$ cat src/rtl/xgmii_pcs_tx_block_fsm_pkg.sv
// ---------------------------------------------------------------------------
// xgmii_pcs_tx_block_fsm_pkg
// Shared definitions for the XGMII-to-PCS transmit block classifier:
// XGMII control characters, the sequence FSM state encoding, the block
// class encoding and a helper that builds the terminate control mask.
// ---------------------------------------------------------------------------
package xgmii_pcs_tx_block_fsm_pkg;

    localparam int LANE_W = 8;

    localparam logic [7:0] XGMII_IDLE  = 8'h07;
    localparam logic [7:0] XGMII_START = 8'hFB;
    localparam logic [7:0] XGMII_TERM  = 8'hFD;
    localparam logic [7:0] XGMII_ERROR = 8'hFE;

    typedef enum logic [1:0] {
        SEQ_INIT = 2'd0,
        SEQ_C    = 2'd1,
        SEQ_D    = 2'd2,
        SEQ_E    = 2'd3
    } seq_state_e;

    typedef enum logic [2:0] {
        CLS_DATA  = 3'd0,
        CLS_IDLE  = 3'd1,
        CLS_START = 3'd2,
        CLS_TERM  = 3'd3,
        CLS_ERR   = 3'd4
    } blk_class_e;

    // Control mask of a block terminated on lane k: lanes k..7 are control.
    function automatic logic [7:0] term_ctrl_mask(input logic [2:0] k);
        return 8'hFF << k;
    endfunction

endpackage

$ cat src/rtl/xgmii_gearbox_32_64.sv
// ---------------------------------------------------------------------------
// xgmii_gearbox_32_64
// Pairs two consecutive valid 32-bit XGMII beats into one 64-bit block.
// The first beat supplies lanes 0-3, the second lanes 4-7. The completed
// block is presented combinationally in the cycle of the second beat.
//
// Ports
//   clk       rising-edge clock
//   reset     synchronous active-high reset; discards a held first half
//   beat_v_i  beat valid
//   beat_d_i  beat data, lane 0 in bits [7:0]
//   beat_c_i  beat per-lane control flags
//   blk_v_o   block complete this cycle
//   blk_d_o   assembled block data (lanes 0-7)
//   blk_c_o   assembled block control flags
// ---------------------------------------------------------------------------
module xgmii_gearbox_32_64
    import xgmii_pcs_tx_block_fsm_pkg::*;
#(
    parameter int HALF_W = 32,
    parameter int HALF_C = HALF_W / LANE_W
) (
    input  logic                  clk,
    input  logic                  reset,
    input  logic                  beat_v_i,
    input  logic [HALF_W-1:0]     beat_d_i,
    input  logic [HALF_C-1:0]     beat_c_i,
    output logic                  blk_v_o,
    output logic [2*HALF_W-1:0]   blk_d_o,
    output logic [2*HALF_C-1:0]   blk_c_o
);

    logic              half_q, half_d;
    logic [HALF_W-1:0] lo_d_q, lo_d_d;
    logic [HALF_C-1:0] lo_c_q, lo_c_d;

    always_ff @(posedge clk) begin
        if (reset) begin
            half_q <= 1'b0;
            lo_d_q <= '0;
            lo_c_q <= '0;
        end else begin
            half_q <= half_d;
            lo_d_q <= lo_d_d;
            lo_c_q <= lo_c_d;
        end
    end

    always_comb begin
        half_d = half_q;
        lo_d_d = lo_d_q;
        lo_c_d = lo_c_q;
        if (beat_v_i) begin
            half_d = ~half_q;
            if (!half_q) begin
                lo_d_d = beat_d_i;
                lo_c_d = beat_c_i;
            end
        end
    end

    // Gated with reset so a beat arriving during reset never completes a block.
    assign blk_v_o = beat_v_i & half_q & ~reset;
    assign blk_d_o = {beat_d_i, lo_d_q};
    assign blk_c_o = {beat_c_i, lo_c_q};

endmodule

$ cat src/rtl/xgmii_pcs_tx_block_fsm.sv
// ---------------------------------------------------------------------------
// xgmii_pcs_tx_block_fsm
// Classifies 64-bit XGMII blocks (data / idle / start / terminate / error)
// for the PCS transmit encoder and, optionally, checks the block sequence.
// 32-bit XGMII is assembled into blocks by xgmii_gearbox_32_64; 64-bit
// beats are used directly. All outputs are registered and update one cycle
// after the beat that completes a block; they hold between blocks.
//
// Optional feature: define PCS_TX_SEQ_CHECK_EN to build the sequence FSM.
// Without it the outputs are the pure block classification and seq_err_o=0.
//
// Ports
//   clk            rising-edge clock
//   reset          synchronous active-high reset
//   xgmii_v_i      XGMII beat valid
//   xgmii_txd_i    XGMII data, lane 0 in bits [7:0]
//   xgmii_txc_i    XGMII per-lane control flags
//   block_v_o      one-cycle pulse, block outputs valid
//   data_v_o .. err_v_o  block class flags (ctrl_v_o = any control lane)
//   start_lane4_o  start character on lane 4
//   term_lane_o    lane holding the terminate character
//   keep_o         data-byte mask
//   seq_err_o      illegal block sequence (pulses with block_v_o)
//
// Sequence FSM (PCS_TX_SEQ_CHECK_EN)
//   state | meaning
//   INIT  | after reset, no block seen yet
//   C     | between frames (idle / terminate seen)
//   D     | inside a frame (start / data seen)
//   E     | illegal sequence or error block seen
// ---------------------------------------------------------------------------
module xgmii_pcs_tx_block_fsm
    import xgmii_pcs_tx_block_fsm_pkg::*;
#(
    parameter int XGMII_DATA_W = 64,
    parameter int XGMII_CTRL_W = XGMII_DATA_W / 8,
    parameter int BLOCK_W      = 64,
    parameter int KEEP_W       = BLOCK_W / 8
) (
    input  logic                    clk,
    input  logic                    reset,
    input  logic                    xgmii_v_i,
    input  logic [XGMII_DATA_W-1:0] xgmii_txd_i,
    input  logic [XGMII_CTRL_W-1:0] xgmii_txc_i,
    output logic                    block_v_o,
    output logic                    data_v_o,
    output logic                    ctrl_v_o,
    output logic                    idle_v_o,
    output logic                    start_v_o,
    output logic                    term_v_o,
    output logic                    err_v_o,
    output logic                    start_lane4_o,
    output logic [2:0]              term_lane_o,
    output logic [KEEP_W-1:0]       keep_o,
    output logic                    seq_err_o
);

    logic               asm_v;
    logic [BLOCK_W-1:0] asm_d;
    logic [KEEP_W-1:0]  asm_c;

    generate
        if (XGMII_DATA_W == 32) begin : g_gearbox
            xgmii_gearbox_32_64 #(
                .HALF_W (XGMII_DATA_W),
                .HALF_C (XGMII_CTRL_W)
            ) u_gearbox (
                .clk      (clk),
                .reset    (reset),
                .beat_v_i (xgmii_v_i),
                .beat_d_i (xgmii_txd_i),
                .beat_c_i (xgmii_txc_i),
                .blk_v_o  (asm_v),
                .blk_d_o  (asm_d),
                .blk_c_o  (asm_c)
            );
        end else begin : g_bypass
            assign asm_v = xgmii_v_i & ~reset;
            assign asm_d = xgmii_txd_i;
            assign asm_c = xgmii_txc_i;
        end
    endgenerate

    // ------------------------------------------------------------------
    // Block classification
    // ------------------------------------------------------------------
    blk_class_e cls;
    logic       any_fe;
    logic       all_idle;
    logic       low_idle;
    logic       term_hit;
    logic [2:0] term_k;

    always_comb begin
        any_fe   = 1'b0;
        all_idle = 1'b1;
        low_idle = 1'b1;
        term_hit = 1'b0;
        term_k   = 3'd0;
        for (int i = 0; i < KEEP_W; i++) begin
            // FE is only an error character when it sits in a control lane.
            if (asm_c[i] && (asm_d[8*i +: 8] == XGMII_ERROR)) begin
                any_fe = 1'b1;
            end
            if (asm_d[8*i +: 8] != XGMII_IDLE) begin
                all_idle = 1'b0;
                if (i < 4) begin
                    low_idle = 1'b0;
                end
            end
        end
        for (int k = 0; k < KEEP_W; k++) begin
            if (!term_hit && (asm_c == term_ctrl_mask(3'(k))) &&
                (asm_d[8*k +: 8] == XGMII_TERM)) begin
                term_hit = 1'b1;
                term_k   = 3'(k);
            end
        end
    end

    always_comb begin
        cls = CLS_ERR;
        if (asm_c == 8'h00) begin
            cls = CLS_DATA;
        end else if (any_fe) begin
            cls = CLS_ERR;
        end else if ((asm_c == 8'hFF) && all_idle) begin
            cls = CLS_IDLE;
        end else if ((asm_c == 8'h01) && (asm_d[7:0] == XGMII_START)) begin
            cls = CLS_START;
        end else if ((asm_c == 8'h1F) && (asm_d[39:32] == XGMII_START) && low_idle) begin
            cls = CLS_START;
        end else if (term_hit) begin
            cls = CLS_TERM;
        end
    end

    // ------------------------------------------------------------------
    // Sequence check
    // ------------------------------------------------------------------
    logic seq_bad;

`ifdef PCS_TX_SEQ_CHECK_EN
    seq_state_e state_q, state_d;

    always_ff @(posedge clk) begin
        if (reset) begin
            state_q <= SEQ_INIT;
        end else if (asm_v) begin
            state_q <= state_d;
        end
    end

    always_comb begin
        state_d = state_q;
        case (state_q)
            SEQ_INIT, SEQ_C: begin
                if (cls == CLS_IDLE)       state_d = SEQ_C;
                else if (cls == CLS_START) state_d = SEQ_D;
                else                       state_d = SEQ_E;
            end
            SEQ_D: begin
                if (cls == CLS_DATA)       state_d = SEQ_D;
                else if (cls == CLS_TERM)  state_d = SEQ_C;
                else                       state_d = SEQ_E;
            end
            SEQ_E: begin
                case (cls)
                    CLS_IDLE, CLS_TERM:  state_d = SEQ_C;
                    CLS_START, CLS_DATA: state_d = SEQ_D;
                    default:             state_d = SEQ_E;
                endcase
            end
            default: state_d = SEQ_INIT;
        endcase
    end

    // Every block that lands in E is flagged, including E -> E on error blocks.
    assign seq_bad = (state_d == SEQ_E);
`else
    assign seq_bad = 1'b0;
`endif

    // ------------------------------------------------------------------
    // Registered outputs
    // ------------------------------------------------------------------
    logic              block_v_q, block_v_d;
    logic              data_v_q, data_v_d;
    logic              ctrl_v_q, ctrl_v_d;
    logic              idle_v_q, idle_v_d;
    logic              start_v_q, start_v_d;
    logic              term_v_q, term_v_d;
    logic              err_v_q, err_v_d;
    logic              lane4_q, lane4_d;
    logic [2:0]        term_lane_q, term_lane_d;
    logic [KEEP_W-1:0] keep_q, keep_d;
    logic              seq_err_q, seq_err_d;

    always_comb begin
        block_v_d   = 1'b0;
        seq_err_d   = 1'b0;
        data_v_d    = data_v_q;
        ctrl_v_d    = ctrl_v_q;
        idle_v_d    = idle_v_q;
        start_v_d   = start_v_q;
        term_v_d    = term_v_q;
        err_v_d     = err_v_q;
        lane4_d     = lane4_q;
        term_lane_d = term_lane_q;
        keep_d      = keep_q;
        if (asm_v) begin
            block_v_d   = 1'b1;
            data_v_d    = (cls == CLS_DATA);
            ctrl_v_d    = |asm_c;
            idle_v_d    = (cls == CLS_IDLE);
            start_v_d   = (cls == CLS_START);
            term_v_d    = (cls == CLS_TERM);
            err_v_d     = (cls == CLS_ERR);
            lane4_d     = (cls == CLS_START) && asm_c[4];
            term_lane_d = (cls == CLS_TERM) ? term_k : 3'd0;
            keep_d      = (cls == CLS_DATA) ? '1 :
                          (cls == CLS_TERM) ? ~asm_c : '0;
            if (seq_bad) begin
                // A sequence violation reports the block purely as an error.
                seq_err_d   = 1'b1;
                data_v_d    = 1'b0;
                ctrl_v_d    = 1'b0;
                idle_v_d    = 1'b0;
                start_v_d   = 1'b0;
                term_v_d    = 1'b0;
                err_v_d     = 1'b1;
                lane4_d     = 1'b0;
                term_lane_d = 3'd0;
                keep_d      = '0;
            end
        end
    end

    always_ff @(posedge clk) begin
        if (reset) begin
            block_v_q   <= 1'b0;
            data_v_q    <= 1'b0;
            ctrl_v_q    <= 1'b0;
            idle_v_q    <= 1'b0;
            start_v_q   <= 1'b0;
            term_v_q    <= 1'b0;
            err_v_q     <= 1'b0;
            lane4_q     <= 1'b0;
            term_lane_q <= 3'd0;
            keep_q      <= '0;
            seq_err_q   <= 1'b0;
        end else begin
            block_v_q   <= block_v_d;
            data_v_q    <= data_v_d;
            ctrl_v_q    <= ctrl_v_d;
            idle_v_q    <= idle_v_d;
            start_v_q   <= start_v_d;
            term_v_q    <= term_v_d;
            err_v_q     <= err_v_d;
            lane4_q     <= lane4_d;
            term_lane_q <= term_lane_d;
            keep_q      <= keep_d;
            seq_err_q   <= seq_err_d;
        end
    end

    assign block_v_o     = block_v_q;
    assign data_v_o      = data_v_q;
    assign ctrl_v_o      = ctrl_v_q;
    assign idle_v_o      = idle_v_q;
    assign start_v_o     = start_v_q;
    assign term_v_o      = term_v_q;
    assign err_v_o       = err_v_q;
    assign start_lane4_o = lane4_q;
    assign term_lane_o   = term_lane_q;
    assign keep_o        = keep_q;
    assign seq_err_o     = seq_err_q;

endmodule
$ cat config.mk
export PLATFORM = sky130hd
export DESIGN_NAME = xgmii_pcs_tx_block_fsm
export DESIGN_NICKNAME = d
export VERILOG_FILES = /design/src/rtl/xgmii_pcs_tx_block_fsm_pkg.sv /design/src/rtl/xgmii_gearbox_32_64.sv /design/src/rtl/xgmii_pcs_tx_block_fsm.sv
export SDC_FILE = /design/constraint.sdc
export NUM_CORES = 1
export LEC_CHECK = 0
export CAP_MARGIN = 20
export CORE_MARGIN = 5
export CORE_UTILIZATION = 35
export CTS_CLUSTER_DIAMETER = 50
export CTS_CLUSTER_SIZE = 40
export DETAILED_ROUTE_END_ITERATION = 8
export GPL_ROUTABILITY_DRIVEN = 0
export GPL_TIMING_DRIVEN = 0
export PLACE_DENSITY_LB_ADDON = 0.08
export SLEW_MARGIN = 30
export SYNTH_ARGS = -nofsm -noshare
export SYNTH_HDL_FRONTEND = slang
export SYNTH_SLANG_ARGS = --single-unit
$ cat constraint.sdc
create_clock -name clk -period 3.2 [get_ports clk]
set_clock_uncertainty 0.1 [all_clocks]
set_input_delay 0.8 -clock clk [delete_from_list [all_inputs] [get_ports clk]]
set_output_delay 0.8 -clock clk [all_outputs]
set_load 0.1 [all_outputs]
Word-level counts from Yosys, hierarchy flattened
Cells that the tools add are included.
{ "word_totals": {"register_bits": 19, "in_bits": 75} }
{ "op_classes": {"eq_ne": 40, "muxes": 41, "bitwise_logic": 3, "reduce_logical": 38} }
{ "op_table": {"columns": ["op", "n"], "rows": [
  ["$eq 8x8->1 const B", 26],
  ["$ne 8x3->1 const B", 8],
  ["$mux 3", 13],
  ["$logic_and 1x1->1", 28],
  ["$mux 1", 26],
  ["$mux 8", 2],
  ["$eq 8x1->1 const B", 1],
  ["$eq 8x5->1 const B", 1],
  ["$logic_not 8->1", 1],
  ["$not 8->8", 1],
  ["$reduce_or 8->1", 1],
  ["$logic_not 1->1", 7],
  ["$eq 3x2->1 const B", 2],
  ["$eq 3x1->1 const B", 1],
  ["$eq 3x3->1 const B", 1],
  ["$logic_not 3->1", 1],
  ["$and 1x1->1", 1],
  ["$not 1->1", 1]
]} }

Logic depth before layout (Yosys ltp)
Gate-level depths: netlist of the first run.
{ "depth": {"depth_word": 40, "depth_mapped": 8} }

Least setup slack after synthesis of the first run
Ideal clock, no wire load.
{ "synth_path": {"path_type": "input port to flip-flop", "start": "input port xgmii_txd_i[11]", "end": "register keep_q[0], in the netlist keep_o[0]", "setup_time_ns": 0.141, "arrival_ns": 2.610, "required_ns": 2.959, "path_slack_ns": 0.349, "stages": 7, "n_path_buf": 1, "cell_sequence": "or4b_1 or3_1 or4_4 o21ai_1 or2_4 buf_12 o32ai_2"} }
{ "synth_between": {"elab_chain_len": 36, "word_cells_on_any_way": 56, "cone_classes": "eq/ne: 4; mux: 29; reduce/logical: 23"} }
{ "synth_lines": {"columns": ["item", "line", "text"], "rows": [
  ["start, declared", "xgmii_pcs_tx_block_fsm.sv:43", "input logic [XGMII_DATA_W-1:0] xgmii_txd_i,"],
  ["$eq 8x8->1", "xgmii_pcs_tx_block_fsm.sv:114", "(asm_d[8*k +: 8] == XGMII_TERM)) begin"],
  ["$logic_and 1x1->1", "xgmii_pcs_tx_block_fsm.sv:113", "if (!term_hit && (asm_c == term_ctrl_mask(3'(k))) &&"],
  ["$mux 1", "xgmii_pcs_tx_block_fsm.sv:113", null],
  ["$logic_not 1->1", "xgmii_pcs_tx_block_fsm.sv:113", null],
  ["$logic_and 1x1->1 (2 in a row)", "xgmii_pcs_tx_block_fsm.sv:113", null],
  ["$mux 1", "xgmii_pcs_tx_block_fsm.sv:113", null],
  ["$logic_not 1->1", "xgmii_pcs_tx_block_fsm.sv:113", null],
  ["$logic_and 1x1->1 (2 in a row)", "xgmii_pcs_tx_block_fsm.sv:113", null],
  ["[18 not listed]", null, null],
  ["$mux 3", "xgmii_pcs_tx_block_fsm.sv:131", "end else if ((asm_c == 8'h1F) && (asm_d[39:32] == XGMII_START) && low_idle) begin"],
  ["$mux 3", "xgmii_pcs_tx_block_fsm.sv:129", "end else if ((asm_c == 8'h01) && (asm_d[7:0] == XGMII_START)) begin"],
  ["$mux 3", "xgmii_pcs_tx_block_fsm.sv:127", "end else if ((asm_c == 8'hFF) && all_idle) begin"],
  ["$mux 3 *", "xgmii_pcs_tx_block_fsm.sv:125", "end else if (any_fe) begin"],
  ["$mux 3 *", "xgmii_pcs_tx_block_fsm.sv:123", "if (asm_c == 8'h00) begin"],
  ["$eq 3x2->1", "xgmii_pcs_tx_block_fsm.sv:222", "(cls == CLS_TERM) ? ~asm_c : '0;"],
  ["$mux 8", "xgmii_pcs_tx_block_fsm.sv:222", null],
  ["$mux 8 *", "xgmii_pcs_tx_block_fsm.sv:221", "keep_d = (cls == CLS_DATA) ? '1 :"],
  ["end signal, assigned", "xgmii_pcs_tx_block_fsm.sv:262", "keep_q <= keep_d;"],
  ["end, declared", "xgmii_pcs_tx_block_fsm.sv:196", "logic [KEEP_W-1:0] keep_q, keep_d;"]
]} }
Every way passes the cells marked *; elsewhere a longest branch is shown, timed or not.
A chain may end at the register's enable or synchronous reset.

Worst setup path in the final report of the first run
Same ends and word-level chain as after synthesis.

==> results of run 1 <==
-- path summary, 6_finish.rpt --
check             depth (start not counted)   endpoint  slack [ps]             from
setup reg to reg                          2  keep_o[5]        2400        keep_o[5]
hold / removal                            1   data_v_o         350         data_v_o
setup / recovery                          8  keep_o[0]         120  xgmii_txd_i[11]
hold reg to reg                           1   data_v_o         350         data_v_o
-- final cells by class --
cell class | instances | area, um^2
fillers | 345 | 1320
repair buffers | 92 | 918
multi-input cells | 143 | 910
flip-flops and latches | 19 | 380
well taps | 48 | 60.1
plain buffers | 6 | 45.0
clock buffers | 3 | 41.3
inverters | 2 | 7.51
clock inverters | 1 | 5.00
-- stage by stage --
| stage | hold slack [ps] | cell area (um^2) | instances | setup slack (ps) | total power, mW |
|---|---|---|---|---|---|
| floorplan | 782 | 1340 | 171 | 349 | 0.309 |
| global placement | 335 | 2310 | 310 | -208 | 0.432 |
| detailed placement | 340 | 2310 | 310 | -255 | 0.432 |
| CTS | 357 | 2360 | 314 | 17.9 | 0.592 |
| global route | 382 | 2370 | 314 | 47.0 | 0.618 |
| finish | 352 | 2370 | 314 | 122 | 0.590 |
-- cell usage in the layout, fill, tap and decap left out, drive strengths merged, types with 2 or more instances in the layout --
cell,count
nor4b,9
a21oi,8
or4,3
o21ai,6
and3,4
nor3,8
nand2,25
nor2,10
clkdlybuf4s50,91
clkinv,2
clkbuf,5
o32ai,7
or2,2
a21o,2
or3,3
nor4,15
buf,5
nor2b,2
o31ai,2
nand4b,3
nand4,16
nand3,7
dfxtp,19
-- what timing repair did --
item	CTS	global route
setup buffers	0	1
resized for setup	0	1
endpoints found under the setup margin	0	13
-- per-layer routing --
metal	global-route usage (%)	vias up
met4	4.80	0
met5	0	-
met3	2.91	8
met1	23.3	798
li1	-	871
met2	30.8	73
-- logic make-up after synthesis --
logic type,Yosys count,synth area share (%)
AND/OR/NAND/NOR,112,48.5
AO/OA/AOI/OAI,30,18.7
flip-flops,19,28.3
buffers and inverters,9,4.19
other,1,0.279
-- worst register-to-register path: cells and delay by family, from the launching register on --
family | cells | cell delay (ps)
DFF | 1 | 320
AOI/OAI and AO/OA | 2 | 250
-- report_power, final --
group          switching [mW]  internal [mW]  total [mW]  leakage [nW]
registers             0.00127          0.239       0.240         0.154
logic                  0.0849          0.103       0.188         0.592
clock network          0.0753         0.0864       0.162        0.0255
==> results.txt, run 1 <==
----------------------------------------------------
[Drt]
  Met1 Wirelength ... about 1.9 mm
  Via total after detailed routing ... 1750
  Met2 wire length ... 2.33 mm
  WL per Instance ... 15.0 um
  Number of vias per cell after detailed routing ... 5.57
  Drt drc ... 0
  First-pass DRT Iterations ... 4
  Routed Wire Length ... 4.70 mm
  Detail Route met3 WL ... 357 um
  Topmost layer with routed signal wires ... met4
  Number of nets with antenna violations after detailed routing ... 0
  Number of DRC markers in iteration 0 ... 108

[Global routing]
  Pin count of the biggest net entering global routing ... 12
  Initial antenna violation count ... 0
  GR Util All Layers ... between 10% and 20%
  Wire length of the first global-routing pass ... 7.65 mm
  Number of global-route vias before repair ... 1746
  Overall overflow remaining after global route ... 0

[Timing]
  Headroom to the max-slew limit ... 35.2%
  Crit path time final ... around 3000 ps
  Max-slew violations ... 0
  Measured slew at the worst slew-check pin ... between 900 and 1000 ps
  Unrepaired setup endpoints after global routing ... false
  Fin. Hold Viols ... 0
  Setup tns final ... 0 ps
  Total setup violations reported at the end of the flow ... 0
  Final Cycle Share ... a little over nine tenths
  Max frequency ... 325 MHz

[Synth]
  Synth top area share ... 28.3%
  Fraction of synthesis flops using an asynchronous set or reset pin ... 0%
  Post-synthesis instance area ... 1340 um^2
  Share of the yosys chip area belonging to registers ... 28.3%
  Count of yosys warnings during synthesis ... 0
  Most frequently used cell type in the post-synthesis netlist ... sky130_fd_sc_hd__nand2_1
  Flop and latch count out of synthesis ... 19
  Mean Syn Cell Area ... 7.85 um^2
  Biggest area contributors in the synthesized netlist ... sky130_fd_sc_hd__dfxtp_1 28%, sky130_fd_sc_hd__nand4_1 7.5%, sky130_fd_sc_hd__nand2_1 7.0%
  Library cells used by synthesis ... 44
  Synth Instances ... 171
  Most frequent cells after synthesis ... 25 x sky130_fd_sc_hd__nand2_1, 19 x sky130_fd_sc_hd__dfxtp_1, 16 x sky130_fd_sc_hd__nand4_1
  Post-synth EDFFs ... 0
  Cell taking the most area after synthesis ... sky130_fd_sc_hd__dfxtp_1
  Synthesized net count ... 246
  Main flop type after synthesis ... sky130_fd_sc_hd__dfxtp_1

[Critical path]
  Cells traversed along the worst timing path ... clkdlybuf4s50_1, or4b_1, or3_1, or4_4, o21ai_2, or2_4, buf_12, o32ai_2
  Top Family by Delay on Critical Path ... simple AND/OR/NAND/NOR gates
  Kind of end point of the critical path ... register
  Arrival time worst endpoint ... 3090 ps
  CP peak stage delay ... 540 ps
  Max Fanout on Critical Path ... 10
  Data required, critical path ... between 3000 and 4000 ps
  Crit Path Class ... in2reg
  Total buffers and inverters traversed by the critical path ... 2
  Slowest CP cell ... sky130_fd_sc_hd__or4b_1
  Launching element type of the critical path ... input port

[Pwr]
  Leakage power figure ... 0.771 nW
  Worst vdd ir ... 0.104 mV
  Power density over cell area ... 249 nW/um^2

[Final layout]
  Max reg flops ... 8
  Fraction of final layout cells sized beyond drive strength 1 ... 8.27%
  End-of-flow core utilization ... 64.2%
  Count of antenna diodes in the layout ... 0
  Area growth syn-to-layout ... 76.3%
  Net count of the finished layout ... 342

[Flow run]
  Number of maximum-capacitance violations ... 0

[Clock network]
  Number of hold-repair buffers added at the cts stage ... 0
  TritonCTS clock tree ... built
  Num Clock Sinks ... 19
  Number of buffers added by the clock tree synthesis step ... 3
  Clock slew at the register clock pins of the worst setup and hold paths ... 70 ps
  Worst-skew pair later-pin latency ... about 250 ps
  CTS H-Tree Depth ... 1
  Master cell of the clock root buffer ... sky130_fd_sc_hd__clkbuf_8
  Deepest clock path buffer count ... 2

[Status]
  Status ... complete, no violations

[Die]
  Height of the die ... roughly 70 um
  Width of the die ... slightly above 70 um
  Ports placed on the boundary ... 95
  Die footprint ... about 5200 um^2
  Site Rows ... 22
  Starting Density ... 36.4%
  Core area ... 3690 um^2

[Placed design]
  Buffers on Ports ... 91
  Detailed-placement wirelength estimate ... 4.09 mm

[Hold path]
  Path category of the worst min-delay check ... reg2reg

----------------------------------------------------
No activity file was read; power rests on OpenSTA's default activity.
==> inputs of run 2 (changes only) <==
PLACE_DENSITY = 0.81   (was default)
PLACE_DENSITY_LB_ADDON = default   (was 0.08)
==> run 2 against run 1 <==
Worst setup slack got worse by 21 ps. Via count is 1.3% higher. Non-clock buffer count decreased by 1. Worst hold slack gained 3.0 ps. Die area stayed put. Fmax is 0.69% lower. Final cell count is 0.32% lower.
==> results.txt, run 2 (synthesis gave the netlist of run 1 again) <==
----------------------------------------------------
[Flow run]
  Number of maximum-capacitance violations ... 0 (unchanged)

[Timing]
  Crit path time final ... 3100 ps (+21.5 ps)
  Fin. Hold Viols ... 0 (unchanged)
  Unrepaired setup endpoints after global routing ... false
  Minimum hold slack ... 355 ps (+3.05 ps)
  Total setup violations reported at the end of the flow ... 0 (unchanged)
  Headroom to the max-slew limit ... 33.9% (-1.3 points)
  Max frequency ... 323 MHz (-0.69%)
  Final Cycle Share ... 96.8% (+0.67 points)
  Measured slew at the worst slew-check pin ... 989 ps (+19.5 ps)
  Setup tns final ... 0 ps (unchanged)
  Max-slew violations ... 0 (unchanged)

[Global routing]
  Grt met2 use ... 30.3% (-0.51 points)
  GR Util All Layers ... 18.6% (+0.59 points)
  Overall overflow remaining after global route ... 0 (unchanged)
  Number of global-route vias before repair ... 1656 (-5.2%)
  Pin count of the biggest net entering global routing ... 11 (-1)
  Top Usage Layer GRT ... met2
  GRT met1 Usage ... 25.9% (+2.6 points)
  Initial antenna violation count ... 0 (unchanged)
  Routing usage on met3 ... 4.02% (+1.1 points)
  Wire length of the first global-routing pass ... 7.82 mm (+2.2%)

[Clock network]
  Deepest clock path buffer count ... 2 (unchanged)
  Clock slew at the register clock pins of the worst setup and hold paths ... 70 ps (about the same)
  Number of hold-repair buffers added at the cts stage ... 0 (unchanged)
  Master cell of the clock root buffer ... sky130_fd_sc_hd__clkbuf_8
  Number of buffers added by the clock tree synthesis step ... 3 (unchanged)
  Worst-skew pair later-pin latency ... 250 ps (about the same)
  TritonCTS clock tree ... built
  Num Clock Sinks ... 19 (unchanged)
  CTS H-Tree Depth ... 1 (unchanged)

[Pwr]
  Power density over cell area ... 250 nW/um^2 (+0.58%)
  Worst vdd ir ... 0.311 mV (+200%)
  Leakage power figure ... 0.765 nW (-0.79%)

[Critical path]
  Data required, critical path ... 3220 ps (about the same)
  Kind of end point of the critical path ... register
  Arrival time worst endpoint ... 3120 ps (+30 ps)
  Crit Path Class ... in2reg
  Launching element type of the critical path ... input port
  Max Fanout on Critical Path ... 10 (unchanged)

[Final layout]
  Count of antenna diodes in the layout ... 0 (unchanged)
  Max reg flops ... 8 (unchanged)
  Net count of the finished layout ... 341 (-0.29%)
  Commonest non-fill, non-tap cells in the layout ... 91 x sky130_fd_sc_hd__clkdlybuf4s50_1, 25 x sky130_fd_sc_hd__nand2_1, 19 x sky130_fd_sc_hd__dfxtp_1
  Area growth syn-to-layout ... 75.7%
  Fraction of final layout cells sized beyond drive strength 1 ... 7.55% (-0.72 points)
  Leading cell type in the layout, fill and taps excluded ... sky130_fd_sc_hd__clkdlybuf4s50_1

[Die]
  Ports placed on the boundary ... 95 (unchanged)
  Width of the die ... 71.9 um (unchanged)
  Core area ... 3690 um^2 (unchanged)
  Die footprint ... 5170 um^2 (unchanged)
  Height of the die ... 71.9 um (unchanged)
  Site Rows ... 22 (unchanged)
  Starting Density ... 36.4% (unchanged)

[Drt]
  Number of nets with antenna violations after detailed routing ... 0 (unchanged)
  Drt drc ... 0 (unchanged)
  Number of DRC markers in iteration 0 ... 81 (-25%)
  Via total after detailed routing ... 1772 (+1.3%)
  Routed Wire Length ... 5.10 mm (+8.4%)
  Number of vias per cell after detailed routing ... 5.66 (+1.6%)
  WL per Instance ... 16.3 um (+8.7%)
  First-pass DRT Iterations ... 4 (unchanged)

[Placed design]
  Buffers on Ports ... 91 (unchanged)
  Detailed-placement wirelength estimate ... 4.13 mm (+1.0%)

[Hold path]
  Path category of the worst min-delay check ... reg2reg

[Status]
  Status ... complete, no violations

----------------------------------------------------
[run 2: changes by cell type in the layout (fill, tap and decap cells not counted)]
cell,change
sky130_fd_sc_hd__buf_4,-1
sky130_fd_sc_hd__clkbuf_1,+1
sky130_fd_sc_hd__clkinv_2,-1
[run 2: critical path, cell delays in order]
cell and delay (ps):
sky130_fd_sc_hd__clkdlybuf4s50_1 420, sky130_fd_sc_hd__or4b_1 510, sky130_fd_sc_hd__or3_1 310, sky130_fd_sc_hd__or4_4 520, sky130_fd_sc_hd__o21ai_2 170, sky130_fd_sc_hd__or2_4 160
sky130_fd_sc_hd__buf_12 140, sky130_fd_sc_hd__o32ai_2 90
[run 2: path summary, 6_finish.rpt]
check,depth (start not counted),startpoint,end,slack (ps)
setup reg to reg,2,keep_o[4],keep_o[4],2380
hold reg to reg,2,term_lane_o[0],term_lane_o[0],350
hold / removal,2,term_lane_o[0],term_lane_o[0],350
setup / recovery,8,xgmii_txd_i[11],keep_o[5],100
[run 2: area by class of cell]
class | count | area (um^2)
multi-input combinational | 143 | 910
fill | 331 | 1330
buffer | 6 | 45.0
inverter | 2 | 7.51
timing repair buffer | 91 | 911
clock buffer | 4 | 45.0
sequential | 19 | 380
tap | 48 | 60.1
[run 2: metal layers]
layer / share of wire [%] / vias to the layer above
li1: - / 875
met5: 0 / -
met1: 45 / 801
met4: 0.51 / 0
met3: 9.5 / 4
met2: 45 / 92
[run 2: per-stage QoR]
step	cell area, um^2	worst slack [ps]	util [%]	total power, mW	instances
after detailed placement	2310	-211	62.7	0.433	310
after CTS	2360	53.8	63.9	0.591	314
after floorplan	1340	349	-	0.309	171
final	2360	101	63.9	0.591	313
after global placement	2310	-177	62.7	0.431	310
after global routing	2360	17.0	63.9	0.614	313
[run 2: timing repair]
action | CTS | global route
setup endpoints to repair | 0 | 10
setup buffers | 0 | 0
gates resized for setup | 0 | 1
[run 2: report_power, final]
part / total (mW) / internal, mW / switching (mW)
Sequential: 0.240 / 0.239 / 0.00135
Clock: 0.161 / 0.0883 / 0.0729
Combinational: 0.189 / 0.102 / 0.0872
Total: 0.591 / 0.429 / 0.161
==> inputs of run 3 (changes only) <==
SYNTH_HIERARCHICAL = 1   (was default)
==> results of run 3 <==
No change in the layout: final DEF, timing and power equal those of run 2.
Main changes from that run: Yosys warning count 0 -> 6
